**src/rtl/uart_tx_frame.sv**
```systemverilog
// UART transmit framer: latches GA/cmd/data on request, builds a 9-byte frame
// (AA 55 GA cmd data[31:0] checksum) and shifts it out as 8N1 with no inter-byte gap.
module uart_tx_frame #(
  parameter int unsigned CLKS_PER_BIT = 87
) (
  input  logic        I_clk_10M,
  input  logic        I_rst_n,
  input  logic        I_send,
  input  logic [7:0]  I_cmd,
  input  logic [31:0] I_data,
  input  logic [4:0]  GA,
  output logic        txb,
  output logic        O_busy,
  output logic        O_done
);

  typedef enum logic [1:0] {IDLE, START, DATA, STOP} state_e;

  localparam logic [15:0] BAUD_LAST = 16'(CLKS_PER_BIT - 1);

  state_e      state_q, state_d;
  logic [15:0] baud_cnt_q, baud_cnt_d;
  logic [2:0]  bit_idx_q, bit_idx_d;
  logic [3:0]  byte_idx_q, byte_idx_d;
  logic [7:0]  shift_q, shift_d;
  logic [4:0]  ga_q, ga_d;
  logic [7:0]  cmd_q, cmd_d;
  logic [31:0] data_q, data_d;
  logic [7:0]  csum_q, csum_d;
  logic        txb_q, txb_d;
  logic        done_q, done_d;

  logic [7:0]  csum_in;
  logic [7:0]  cur_byte;
  logic        baud_last;

  assign csum_in = {3'b000, GA} + I_cmd + I_data[31:24] + I_data[23:16]
                 + I_data[15:8] + I_data[7:0];

  assign baud_last = (baud_cnt_q == BAUD_LAST);

  always_comb begin
    case (byte_idx_q)
      4'd0:    cur_byte = 8'hAA;
      4'd1:    cur_byte = 8'h55;
      4'd2:    cur_byte = {3'b000, ga_q};
      4'd3:    cur_byte = cmd_q;
      4'd4:    cur_byte = data_q[31:24];
      4'd5:    cur_byte = data_q[23:16];
      4'd6:    cur_byte = data_q[15:8];
      4'd7:    cur_byte = data_q[7:0];
      default: cur_byte = csum_q;
    endcase
  end

  always_comb begin
    state_d    = state_q;
    baud_cnt_d = baud_cnt_q;
    bit_idx_d  = bit_idx_q;
    byte_idx_d = byte_idx_q;
    shift_d    = shift_q;
    ga_d       = ga_q;
    cmd_d      = cmd_q;
    data_d     = data_q;
    csum_d     = csum_q;
    txb_d      = txb_q;
    done_d     = 1'b0;

    case (state_q)
      IDLE: begin
        txb_d = 1'b1;
        if (I_send) begin
          state_d    = START;
          txb_d      = 1'b0;
          baud_cnt_d = '0;
          bit_idx_d  = '0;
          byte_idx_d = '0;
          ga_d       = GA;
          cmd_d      = I_cmd;
          data_d     = I_data;
          csum_d     = csum_in;
        end
      end
      START: begin
        if (baud_last) begin
          baud_cnt_d = '0;
          bit_idx_d  = '0;
          state_d    = DATA;
          txb_d      = cur_byte[0];
          shift_d    = {1'b0, cur_byte[7:1]};
        end else begin
          baud_cnt_d = baud_cnt_q + 16'd1;
        end
      end
      DATA: begin
        if (baud_last) begin
          baud_cnt_d = '0;
          if (bit_idx_q == 3'd7) begin
            state_d = STOP;
            txb_d   = 1'b1;
          end else begin
            bit_idx_d = bit_idx_q + 3'd1;
            txb_d     = shift_q[0];
            shift_d   = {1'b0, shift_q[7:1]};
          end
        end else begin
          baud_cnt_d = baud_cnt_q + 16'd1;
        end
      end
      STOP: begin
        if (baud_last) begin
          baud_cnt_d = '0;
          // Stop bit flows straight into the next start bit; done only after B8.
          if (byte_idx_q < 4'd8) begin
            byte_idx_d = byte_idx_q + 4'd1;
            state_d    = START;
            txb_d      = 1'b0;
          end else begin
            state_d = IDLE;
            txb_d   = 1'b1;
            done_d  = 1'b1;
          end
        end else begin
          baud_cnt_d = baud_cnt_q + 16'd1;
        end
      end
      default: begin
        state_d = IDLE;
        txb_d   = 1'b1;
      end
    endcase
  end

  always_ff @(posedge I_clk_10M or negedge I_rst_n) begin
    if (!I_rst_n) begin
      state_q    <= IDLE;
      baud_cnt_q <= '0;
      bit_idx_q  <= '0;
      byte_idx_q <= '0;
      shift_q    <= '0;
      ga_q       <= '0;
      cmd_q      <= '0;
      data_q     <= '0;
      csum_q     <= '0;
      txb_q      <= 1'b1;
      done_q     <= 1'b0;
    end else begin
      state_q    <= state_d;
      baud_cnt_q <= baud_cnt_d;
      bit_idx_q  <= bit_idx_d;
      byte_idx_q <= byte_idx_d;
      shift_q    <= shift_d;
      ga_q       <= ga_d;
      cmd_q      <= cmd_d;
      data_q     <= data_d;
      csum_q     <= csum_d;
      txb_q      <= txb_d;
      done_q     <= done_d;
    end
  end

  assign txb    = txb_q;
  assign O_busy = (state_q != IDLE);
  assign O_done = done_q;

endmodule

```
**config.mk**
```make
export PLATFORM = sky130hd
export DESIGN_NAME = uart_tx_frame
export DESIGN_NICKNAME = d
export VERILOG_FILES = /design/src/rtl/uart_tx_frame.sv
export SDC_FILE = /design/constraint.sdc
export NUM_CORES = 1
export LEC_CHECK = 0
export CORE_UTILIZATION = 30
export CTS_CLUSTER_SIZE = 30
export DETAILED_ROUTE_END_ITERATION = 16
export HOLD_SLACK_MARGIN = 0.1
export SYNTH_ARGS = -nofsm -noshare
export SYNTH_HDL_FRONTEND = slang
export SYNTH_SLANG_ARGS = --single-unit
export TNS_END_PERCENT = 20
```
**constraint.sdc**
```tcl
create_clock -name I_clk_10M -period 3.7 [get_ports I_clk_10M]
set_clock_uncertainty 0.1 [all_clocks]
set_input_delay 0.74 -clock I_clk_10M [delete_from_list [all_inputs] [get_ports I_clk_10M]]
set_output_delay 0.74 -clock I_clk_10M [all_outputs]
set_load 0.05 [all_outputs]
```
==> out/metrics.yaml <==
htreeDepth: 3
dp_hpwl_um: 8400
antenna_found_initial: 0
diodes: 0
synth_area_per_cell_um2: 10.1
syn_nets: 607
grt_pass1_vias: 3901
gp_congestion: 0.787
drt_iter0_drc: 201
fmax_mhz: 276
multi_input_area_um2: 2700
ys_types: 55
cts_tree: "done"
die_y_um: 134
num_io_pins: 51
clk_path_buf_depth: 2
via_per_inst: 4.81
cp-end-kind: "flop"
setup_slack_ns: 0.0802
layout-drive-gt1-share: 0.173
dr_wl_met2_um: 5370
final-instance-count-excl-fill: 793
ys_warn_count: 0
postSynthCellCount: 513
synth_edf_count: 0
grtUsageTotal: 0.139
seqCellArea_um2: 2180
cts-root-buf: "clkbuf_16"
placement_rows: 47
async_flop_share: 1.00
crit_family: "adder cells"
hp-class: "primary input to async pin"
period_needed_ns: 3.62
drtPass1Iterations: 5
p_leak_nw: 3.01
finalHoldViolCount: 0
ys.flop_type: "dfrtp_1"
tightest_slew_ns: 0.808
max-slew-margin-rel: 0.461
mostFrequentLayoutCell: "dfrtp_1"
slew_violations: 0
syn_area_um2: 5190
floorplan.die_area_um2: 17800
seq_area_frac_synth: 0.420
power.density_nw_per_um2: 400
grt_setup_unrepaired: "false"
irDropWorstVdd_mv: 0.205
clk_latency_ns: 0.34
wl_um: 11500
post_drt_wl_per_cell_um: 14.5
grt_pass1_wl_um: 19400
worstPathRequired_ns: 3.82
post_cts_buffers: 0
crit_path_top_delay_cell: "fa_1"
ant_nets: 0
initial_core_util: 0.310
ys_seq_elements: 87
clk_pin_slew_ns: 0.06
cts_buffers: 9
routedLengthMet1_um: 5590
path_cells: "dlygate4sd2_1 -> inv_2 -> fa_1 -> inv_1 -> fa_1 -> inv_2 -> fa_1 -> inv_2 -> ha_4 -> fa_2 -> a21o_1 -> a21oi_2 -> xor2_1 -> o21ai_1"
met3_length_um: 353
status: "finished, final reports clean"
final_cell_mix: "86 x dfrtp_1, 53 x inv_1, 48 x nand2_1"
top_layer_used: "met4"
die_w_um: 134
nNetsFinal: 662
cp_max_fo: 2
dp_slack_ns: -0.580
cp_slowest_stage_delay_ns: 0.55
critPathKind: "primary input to flop"
drv_cap: 0
finalSetupViolations: 0
grt-ovfl-total: 0
worst-path-buf-inv: 5
area_growth_pct: 22.7
dp_cells: 777
vias: 3817
min_period_over_period: 0.978
cp.arrival_ns: 3.74
clock_sinks: 87
grt_max_degree: 84
drc_errors: 0
critPathLaunchType: "primary input"
core_um2: 16800
io_buffers: 50
fillers: 1674
timing repair:
action	4_1_cts	5_1_grt
hold buffers	0	0
pin swaps	19	21
resized for setup	30	18
endpoints found under the setup margin	3	3
per-stage QoR:
stage                     hold WS (ns)  area [um2]  power, mW  setup TNS [ns]  utilization
after floorplan                  0.344        5210       1.34               0            -
after global placement           0.361        6020       1.57           -2.22        0.359
after detailed placement         0.368        6020       1.58           -2.28        0.359
after CTS                        0.373        6340       2.55               0        0.378
after global routing             0.406        6370       2.69               0        0.380
final                            0.342        6370       2.54               0        0.380
worst paths after layout:
kind                               start         end  slack [ns]  depth (start not counted)
setup / recovery                I_cmd[2]   csum_q[6]        0.08                         14
hold / removal                   I_rst_n  data_q[16]        0.34                          1
setup reg to reg           baud_cnt_q[0]  shift_q[6]        1.26                          6
hold reg to reg               data_q[10]  data_q[10]        0.38                          2
max in group asynchronous        I_rst_n    cmd_q[5]        2.43                          2
min in group I_clk_10M        data_q[10]  data_q[10]        0.38                          2
cell type report:
type                       instances  area share
multi-input combinational        329       0.424
sequential                        87       0.342
timing repair buffer              67       0.101
inverter                          74      0.0436
tap                              220      0.0432
clock buffer                      13      0.0393
clock inverter                     3     0.00668
metal layers:
metal / vias up / GRT usage
li1: 1841 / -
met4: 0 / 0.0442
met1: 1901 / 0.189
met3: 14 / 0.0282
met2: 61 / 0.222
met5: - / 0
cells by family after synthesis:
logic type / after synthesis / share of synthesized area
AND/OR/NAND/NOR: 112 / 0.108
buffers and inverters: 97 / 0.0733
XOR/XNOR: 24 / 0.0431
flip-flops: 87 / 0.420
AO/OA/AOI/OAI: 117 / 0.145
multiplexers: 30 / 0.0646
adder cells (fa/ha/maj): 46 / 0.147
cell usage after synthesis, types with 3 or more instances:
| cell | number | share of area |
|---|---|---|
| dfrtp_1 | 86 | 0.41 |
| inv_1 | 74 | 0.054 |
| nand2_1 | 49 | 0.035 |
| o21ai_0 | 44 | 0.042 |
| mux2_2 | 28 | 0.061 |
| nor2_1 | 27 | 0.020 |
| fa_1 | 25 | 0.096 |
| ha_1 | 21 | 0.051 |
| a21oi_1 | 18 | 0.017 |
| clkbuf_1 | 15 | 0.011 |
| a22oi_1 | 13 | 0.019 |
| xor2_1 | 12 | 0.020 |
| nand3_1 | 11 | 0.011 |
| xnor2_1 | 11 | 0.019 |
| a211oi_1 | 6 | 0.0087 |
| a31oi_1 | 5 | 0.0060 |
| nand4_1 | 5 | 0.0060 |
| a21o_1 | 4 | 0.0058 |
| a22o_1 | 4 | 0.0067 |
| buf_2 | 4 | 0.0039 |
| a221oi_1 | 3 | 0.0051 |
| and4_1 | 3 | 0.0051 |
| nand2b_1 | 3 | 0.0036 |
| o22a_1 | 3 | 0.0051 |
| o22ai_1 | 3 | 0.0036 |
registers in the layout, indices dropped and copies added (netlist names), 3 cells and up:
| signal | flops |
|---|---|
| byte_idx_q | 4 |
| bit_idx_q | 3 |
| csum_q | 8 |
| baud_cnt_q | 16 |
| shift_q | 7 |
| ga_q | 5 |
| cmd_q | 8 |
| data_q | 32 |
power by group:
part           internal (mW)  total [mW]  switching (mW)
sequential             0.951       0.951               0
clock                  0.542       0.913           0.372
combinational          0.361       0.680           0.319
total                   1.85        2.54           0.691
No activity file was read; power rests on OpenSTA's default activity.
